`src/rtl/hist_pkg.sv`:
```
// hist_pkg: histogram RAM state encoding, default sizes and word-address composition
package hist_pkg;

    localparam int HIST_CNT_W     = 8;
    localparam int HIST_BIN_NUM   = 16;
    localparam int HIST_PIXEL_NUM = 200;

    typedef enum logic [2:0] {
        ST_IDLE,
        ST_RD,
        ST_CAP,
        ST_OUT,
        ST_DONE
    } hist_state_t;

    // Word address shared by builder and readout: pixel-major, bin-minor
    function automatic logic [31:0] hist_addr(input logic [31:0] pix, input logic [31:0] bin, input logic [31:0] bin_num);
        return pix * bin_num + bin;
    endfunction

endpackage

```
`src/rtl/hist_peak_tracker.sv`:
```
// hist_peak_tracker: per-pixel running maximum over the readout beats, lowest bin wins ties
module hist_peak_tracker
#(
    parameter int BIN_W = 4,
    parameter int CNT_W = 8
) (
    input  logic             i_clk,
    input  logic             i_res,
    input  logic             i_beat,
    input  logic             i_last,
    input  logic [BIN_W-1:0] i_bin,
    input  logic [CNT_W-1:0] i_data,
    output logic             o_peak_valid,
    output logic [BIN_W-1:0] o_peak_bin,
    output logic [CNT_W-1:0] o_peak_count
);

    logic [CNT_W-1:0] r_max;
    logic [BIN_W-1:0] r_max_bin;
    logic             r_peak_valid;
    logic [BIN_W-1:0] r_peak_bin;
    logic [CNT_W-1:0] r_peak_count;
    logic             w_take;

    assign w_take       = i_data > r_max;
    assign o_peak_valid = r_peak_valid;
    assign o_peak_bin   = r_peak_bin;
    assign o_peak_count = r_peak_count;

    // Update the running max per beat; publish and restart on the pixel's last bin
    always_ff @(posedge i_clk) begin
        if (!i_res) begin
            r_max        <= '0;
            r_max_bin    <= '0;
            r_peak_valid <= 1'b0;
            r_peak_bin   <= '0;
            r_peak_count <= '0;
        end else begin
            r_peak_valid <= i_beat & i_last;
            if (i_beat && i_last) begin
                r_peak_count <= w_take ? i_data : r_max;
                r_peak_bin   <= w_take ? i_bin : r_max_bin;
                r_max        <= '0;
                r_max_bin    <= '0;
            end else if (i_beat && w_take) begin
                r_max     <= i_data;
                r_max_bin <= i_bin;
            end
        end
    end

endmodule

```
`src/rtl/hist_readout_fsm.sv`:
```
// hist_readout_fsm: streams and read-clears one histogram RAM bank; HIST_PEAK_TRACK_EN adds per-pixel peak outputs
module hist_readout_fsm
    import hist_pkg::*;
#(
    parameter  int BIN_NUM   = HIST_BIN_NUM,
    parameter  int CNT_W     = HIST_CNT_W,
    parameter  int PIXEL_NUM = HIST_PIXEL_NUM,
    parameter  int PIX_W     = 8,
    localparam int BIN_W     = $clog2(BIN_NUM),
    localparam int ADDR_W    = PIX_W + BIN_W
) (
    input  logic              i_clk,
    input  logic              i_res,
    input  logic              i_start,
    input  logic              i_bank_sel,
    output logic              o_ram_rd_en,
    output logic              o_ram_bank,
    output logic [ADDR_W-1:0] o_ram_addr,
    input  logic [CNT_W-1:0]  i_ram_rd_data,
    output logic              o_ram_clr_en,
    output logic              o_m_valid,
    input  logic              i_m_ready,
    output logic [CNT_W-1:0]  o_m_data,
    output logic [BIN_W-1:0]  o_m_bin,
    output logic [PIX_W-1:0]  o_m_pixel,
    output logic              o_m_last_bin,
    output logic              o_m_last_pixel,
    output logic              o_busy,
    output logic              o_done,
    output logic              o_overrun
`ifdef HIST_PEAK_TRACK_EN
    ,
    output logic              o_peak_valid,
    output logic [BIN_W-1:0]  o_peak_bin,
    output logic [CNT_W-1:0]  o_peak_count
`endif
);

    hist_state_t      r_state;
    logic [BIN_W-1:0] r_bin;
    logic [PIX_W-1:0] r_pix;
    logic [CNT_W-1:0] r_data;
    logic             r_bank;
    logic             r_rd_en;
    logic             r_clr_en;
    logic             r_valid;
    logic             r_last_bin;
    logic             r_last_pixel;
    logic             r_busy;
    logic             r_done;
    logic             r_overrun;
    logic             w_fire;
    logic             w_final;

    assign w_fire  = r_valid & i_m_ready;
    assign w_final = (r_pix == PIX_W'(PIXEL_NUM - 1)) && (&r_bin);

    assign o_ram_rd_en    = r_rd_en;
    assign o_ram_bank     = r_bank;
    assign o_ram_addr     = ADDR_W'(hist_addr(32'(r_pix), 32'(r_bin), 32'(BIN_NUM)));
    assign o_ram_clr_en   = r_clr_en;
    assign o_m_valid      = r_valid;
    assign o_m_data       = r_data;
    assign o_m_bin        = r_bin;
    assign o_m_pixel      = r_pix;
    assign o_m_last_bin   = r_last_bin;
    assign o_m_last_pixel = r_last_pixel;
    assign o_busy         = r_busy;
    assign o_done         = r_done;
    assign o_overrun      = r_overrun;

    // Read, capture-and-clear, then hold the beat until accepted; one bin per pass
    always_ff @(posedge i_clk) begin
        if (!i_res) begin
            r_state      <= ST_IDLE;
            r_bin        <= '0;
            r_pix        <= '0;
            r_data       <= '0;
            r_bank       <= 1'b0;
            r_rd_en      <= 1'b0;
            r_clr_en     <= 1'b0;
            r_valid      <= 1'b0;
            r_last_bin   <= 1'b0;
            r_last_pixel <= 1'b0;
            r_busy       <= 1'b0;
            r_done       <= 1'b0;
            r_overrun    <= 1'b0;
        end else begin
            r_overrun <= r_overrun | (i_start & r_busy);
            case (r_state)
                ST_IDLE: if (i_start) begin
                    r_state <= ST_RD;
                    r_bank  <= i_bank_sel;
                    r_pix   <= '0;
                    r_bin   <= '0;
                    r_rd_en <= 1'b1;
                    r_busy  <= 1'b1;
                end
                ST_RD: begin
                    r_rd_en  <= 1'b0;
                    r_clr_en <= 1'b1;
                    r_state  <= ST_CAP;
                end
                ST_CAP: begin
                    r_clr_en     <= 1'b0;
                    r_data       <= i_ram_rd_data;
                    r_valid      <= 1'b1;
                    r_last_bin   <= &r_bin;
                    r_last_pixel <= w_final;
                    r_state      <= ST_OUT;
                end
                ST_OUT: if (w_fire) begin
                    r_valid <= 1'b0;
                    if (w_final) begin
                        r_done  <= 1'b1;
                        r_state <= ST_DONE;
                    end else begin
                        r_bin   <= r_bin + 1'b1;
                        r_pix   <= (&r_bin) ? r_pix + 1'b1 : r_pix;
                        r_rd_en <= 1'b1;
                        r_state <= ST_RD;
                    end
                end
                ST_DONE: begin
                    r_done  <= 1'b0;
                    r_busy  <= 1'b0;
                    r_state <= ST_IDLE;
                end
                default: r_state <= ST_IDLE;
            endcase
        end
    end

`ifdef HIST_PEAK_TRACK_EN
    hist_peak_tracker #(
        .BIN_W (BIN_W),
        .CNT_W (CNT_W)
    ) u_peak (
        .i_clk        (i_clk),
        .i_res        (i_res),
        .i_beat       (w_fire),
        .i_last       (r_last_bin),
        .i_bin        (r_bin),
        .i_data       (r_data),
        .o_peak_valid (o_peak_valid),
        .o_peak_bin   (o_peak_bin),
        .o_peak_count (o_peak_count)
    );
`endif

endmodule

```
`config.mk`:
```
export PLATFORM = sky130hd
export DESIGN_NAME = hist_readout_fsm
export DESIGN_NICKNAME = d
export VERILOG_FILES = /design/src/rtl/hist_pkg.sv /design/src/rtl/hist_peak_tracker.sv /design/src/rtl/hist_readout_fsm.sv
export SDC_FILE = /design/constraint.sdc
export NUM_CORES = 1
export LEC_CHECK = 0
export ABC_AREA = 0
export BUFFER_PORTS_ARGS = -buffer_cell sky130_fd_sc_hd__buf_2
export CAP_MARGIN = 20
export CORE_MARGIN = 4
export CORE_UTILIZATION = 44
export DETAILED_ROUTE_END_ITERATION = 8
export HOLD_SLACK_MARGIN = 0.15
export PLACE_DENSITY = 0.74
export SETUP_SLACK_MARGIN = 0.3
export SLEW_MARGIN = 20
export SYNTH_ARGS = -nofsm -noshare
export SYNTH_HDL_FRONTEND = slang
export SYNTH_SLANG_ARGS = --single-unit
```
`constraint.sdc`:
```
create_clock -name i_clk -period 1.8 [get_ports i_clk]
set_clock_uncertainty 0.2 [all_clocks]
set_input_delay 0.18 -clock i_clk [delete_from_list [all_inputs] [get_ports i_clk]]
set_output_delay 0.18 -clock i_clk [all_outputs]
set_load 0.03 [all_outputs]
```
=== Word-level counts from Yosys, hierarchy flattened ===
Cells that the tools add are included.

* Add/subtract/negate cells: 3
* $mul: 0
* Divide/modulo/power cells: 0
* Magnitude comparators: 0
* Equal/unequal tests: 10
* Shift operators: 0
* Muxes and demuxes: 24
* Bitwise operators: 3
* Reduce and logical (&&, ||, !) cells: 17

{| class="wikitable"
|+ Operators with widths
! operator !! number
|-
| $mux 8 || 4
|-
| $pmux 8 s2 || 1
|-
| $add 12x4->12 || 1
|-
| $mux 4 || 3
|-
| $pmux 3 s4 || 1
|-
| $reduce_and 4->1 || 3
|-
| $ne 2x2->1 const B || 5
|-
| $reduce_bool 2->1 || 5
|-
| $mux 3 || 3
|-
| $add 8x1->8 const B || 1
|-
| $eq 8x8->1 const B || 1
|-
| $pmux 1 s2 || 4
|-
| $pmux 4 s2 || 1
|-
| $reduce_and 2->1 || 4
|-
| $eq 3x2->1 const B || 2
|-
| $mux 1 || 6
|-
| $reduce_and 5->1 || 1
|-
| $add 4x1->4 const B || 1
|-
| $eq 3x1->1 const B || 1
|-
| $eq 3x3->1 const B || 1
|-
| $logic_not 3->1 || 1
|-
| $pmux 1 s3 || 1
|-
| $reduce_and 3->1 || 1
|-
| $reduce_bool 3->1 || 1
|-
| 3 further kinds || 4
|}

* Register bits after elaboration: 32
* Latch bits: 0
* Bits in writable memories: 0
* Memory bits (read-only): 0
* Input port bits: 13
* Logic and storage cells: 70
* Memories kept: 0

=== Longest topological paths before layout ===
* Depth after elaboration: 5
* Gate-level depth with buffers: 6
* Gate-level depth less buffers: 6

=== Least setup slack after synthesis ===
Ideal clock, no wire load.

* Kind: reg2reg
* From: register r_pix[0] (netlist: o_m_pixel[0])
* To: register r_pix[3] (netlist: o_m_pixel[3])
* Arrival time: 1.756 ns
* Data required time: 1.453 ns
* Slack: -0.304 ns
* Stages on the path, launching flop included: 7
* Buffers on the path: 0
* Period minus slack after synthesis: 2.104 ns
* Cells stage by stage: dfxtp_1 -> ha_1 -> and4_4 -> and2_4 -> o31a_1 -> o21ai_1 -> a31oi_1

* Longest elaborated chain between the ends: 5
* Elaborated cells between the ends (all ways): 9
* Classes of those cells: add/sub (1); eq/ne (2); mux (4); reduce/logical (2)

{| class="wikitable"
|+ Ends and longest elaborated chain
! item !! line !! RTL
|-
| start: declaration || hist_readout_fsm.sv:41 || <nowiki>logic [PIX_W-1:0] r_pix;</nowiki>
|-
| start signal: assignment || hist_readout_fsm.sv:119 || <nowiki>r_pix <= (&r_bin) ? r_pix + 1'b1 : r_pix;</nowiki>
|-
| $add 8x1->8 || hist_readout_fsm.sv:119 ||
|-
| $mux 8 || hist_readout_fsm.sv:119 ||
|-
| $mux 8 || hist_readout_fsm.sv:114 || <nowiki>if (w_final) begin</nowiki>
|-
| $mux 8 || hist_readout_fsm.sv:112 || <nowiki>ST_OUT: if (w_fire) begin</nowiki>
|-
| $pmux 8 s2 || hist_readout_fsm.sv:90 || <nowiki>case (r_state)</nowiki>
|}

Several ways; a longest one is shown, not always the timed one. The select of a mux whose other input is x is not followed.
A chain may end at the register's enable or synchronous reset.

=== Worst setup path in the final report ===
* From: register r_pix[1] (netlist: o_m_pixel[1])
* To: register r_pix[5] (netlist: o_m_pixel[5])

Same word-level chain as after synthesis.

==> flow_metrics.py <==
metrics = {
    "status": {
        "status": "finished with violations",
        "failed_checks": "setup timing",
    },
    "cts": {
        "path_clk_slew_ns": 0.09,
        "clock_latency_ns": 0.34,
        "cts-htree-levels": 2,
        "numCtsBuffers": 5,
        "cts_buffer_depth": 2,
        "root_buffer": "clkbuf_4",
        "clock_sinks": 32,
        "tritoncts": "yes",
    },
    "route": {
        "drt_wl_total_um": 4590,
        "drtIter0Drc": 175,
        "drc": 0,
        "ant_nets": 0,
        "num_vias": 1617,
        "dr.pass1.iters": 4,
        "via_per_inst": 5.30,
        "wl_per_cell_um": 15.0,
    },
    "min_path": {
        "worstHoldStart": "i_start",
        "hold_class": "in2reg",
    },
    "finish": {
        "nets": 273,
        "drive_gt1_share_pct": 51.0,
        "area.sequential_um2": 678,
        "fin_cells": 305,
        "final_util_pct": 71.1,
        "antennaDiodeCount": 0,
        "multiInputGateArea_um2": 971,
        "area_growth_pct": 52.6,
        "fill_cells": 244,
    },
    "worst_setup_path": {
        "critPathRequiredTime_ns": 1.85,
        "crit_chain": "ha_4 -> and4_4 -> and2_4 -> o31a_1 -> or2_1 -> o31ai_1",
        "path_buf_inv": 0,
        "cp-start-kind": "flip-flop",
        "critPathKind": "reg2reg",
        "rrSetupSlack_ns": -0.02,
        "worstSetupStartpoint": "o_m_pixel[1]$_SDFFE_PN0P_",
        "timing.rr.start": "o_m_pixel[1]$_SDFFE_PN0P_",
        "arrival_ns": 1.87,
        "cp_slowest_stage_delay_ns": 0.36,
        "crit_path_end_kind": "flip-flop",
        "crit_family": "simple AND/OR/NAND/NOR gates",
        "crit_path_top_delay_cell": "dfxtp_4",
        "cp_max_fo": 3,
    },
    "pwr": {
        "clock_power_share_pct": 25.3,
        "p_leak_nw": 1.02,
        "swShare_pct": 32.6,
        "comb_power_share_pct": 29.5,
        "p_sw_mw": 0.566,
        "p_int_mw": 1.17,
        "seqPwrFrac_pct": 45.2,
        "power.density_mw_per_mm2": 721,
        "p_total_mw": 1.74,
        "vdd_drop_max_v": 0.000533,
    },
    "timing": {
        "fmax_mhz": 549,
        "min_period_over_period_pct": 101,
        "worstMarginPinSlew_ns": 0.271,
        "slew_headroom_pct": 81.9,
        "hold-worst-slack_ns": 0.142,
        "setup_violations": 1,
        "rsz0062_at_grt": "yes",
        "finalHoldViolations": 0,
        "period_needed_ns": 1.82,
        "setup_slack_ns": -0.0199,
        "drv_slew": 0,
    },
    "placed_design": {
        "place_hpwl_um": 2780,
        "place_ws_ns": -0.0335,
        "place_congestion": 0.864,
        "placement.io_buffers": 53,
        "placed_cells": 278,
    },
    "logic_synthesis": {
        "synth_most_common_cell": "dfxtp_1",
        "netlist_area_mm2": 0.00158,
        "synth_area_leaders": "dfxtp_1, mux2i_1, buf_4",
        "synth_area_per_cell_um2": 8.77,
        "synth_common_cells": "dfxtp_1, nor2_1, nand2_1",
        "synth_fp_nets": 195,
        "yosys_warnings": 0,
        "ys_seq_area_share_pct": 40.6,
        "yosysTopAreaCell": "dfxtp_1",
        "synth_cell_types": 45,
        "ys_dominant_reg_cell": "dfxtp_1",
        "ys_ff_latch": 32,
        "yosysTopAreaCellShare_pct": 40.6,
        "synth-edff-count": 0,
        "async_flop_share_pct": 0,
        "syn_inst": 180,
    },
    "global_routing": {
        "antenna_found_initial": 0,
        "grt_max_degree": 26,
        "grt_pass1_vias": 1457,
        "grtUsageTotal_pct": 20.2,
        "grt_pass1_wl_um": 6910,
        "grt-ovfl-total": 0,
    },
    "floorplan": {
        "die_w_um": 67.9,
        "floorplan.rows": 21,
        "pin_count": 54,
        "dieHeight_um": 67.9,
        "start_util_pct": 46.6,
        "dieArea_mm2": 0.00461,
        "core_mm2": 0.00339,
    },
    "job": {
        "cap_violations": 0,
    },
}
logic make-up after synthesis:
family / synth area share (%)
buffers and inverters: 10.3
adder cells (fa/ha/maj): 1.58
flip-flops: 40.6
AO/OA/AOI/OAI: 13.2
multiplexers: 8.24
AND/OR/NAND/NOR: 26.1
layout by cell type, fill, tap and decap left out, drive strengths merged, types with 3 or more instances in the layout:
master and instances:
nor2 20, dfxtp 32, o21ai 5, dlygate4sd3 12, nand2 15, a31oi 4
or2 4, mux2i 13, buf 78, inv 4, nor2b 12, nand3 8
nor3 3, nand4 3, clkbuf 9, a21oi 9
final timing paths:
check / end / cells past startpoint
setup / recovery: o_m_pixel[5]$_SDFFE_PN0P_ / 6
hold / removal: o_ram_bank$_SDFFE_PN0P_ / 5
setup reg to reg: o_m_pixel[5]$_SDFFE_PN0P_ / 6
hold reg to reg: o_done$_SDFFE_PN0P_ / 2
final cells by class:
cell class                      instances  area share, %
Multi-Input combinational cell        124           40.3
Sequential cell                        32           28.1
Timing Repair Buffer                   91           26.1
Clock buffer                            8           2.44
Tap cell                               46           2.39
Inverter                                4          0.623
repair_timing:
item | in CTS | in global routing
hold buffers | 11 | 1
cloned | 1 | 0
setup buffers | 3 | 3
resized for setup | 28 | 19
setup endpoints to repair | 27 | 29
endpoints found under the hold margin | 20 | 2
pin swaps | 7 | 7
power by group through the flow:
stage	combinational, mW	sequential, mW	clock, mW
2_1_floorplan	0.212	0.849	0
5_1_grt	0.553	0.793	0.478
3_5_place_dp	0.386	0.794	0
3_3_place_gp	0.380	0.793	0
6_report	0.513	0.786	0.439
4_1_cts	0.457	0.779	0.436
sequential cells by signal, summed over array words and instances, names as in the netlist:
signal	flops
o_done	1
o_m_valid	1
o_m_pixel	8
o_ram_rd_en	1
o_ram_bank	1
o_busy	1
o_m_bin	4
o_m_last_pixel	1
o_overrun	1
o_m_last_bin	1
o_ram_clr_en	1
o_m_data	8
r_state	3
through the flow:
stage          TNS (ns)  cell area, um^2
3_5_place_dp     -0.148             1960
2_1_floorplan         0             1630
3_3_place_gp          0             1960
4_1_cts               0             2300
5_1_grt          -0.152             2410
6_report        -0.0199             2410
worst reg2reg max path, stage by stage (launching register included):
cell	delay [ns]
dfxtp_4	0.36
ha_4	0.16
and4_4	0.14
and2_4	0.14
o31a_1	0.29
or2_1	0.26
o31ai_1	0.20
per-layer routing:
metal / routed length (um) / GRT usage (%) / share of wire, % / vias up
met3: 328 / 6.24 / 7.2 / 11
li1: - / - / - / 775
met5: 0 / 0 / 0 / -
met2: 2250 / 32.2 / 49 / 58
met4: 101 / 6.20 / 2.2 / 0
met1: 1910 / 26.2 / 42 / 773
(Power assumes the default switching activity.)
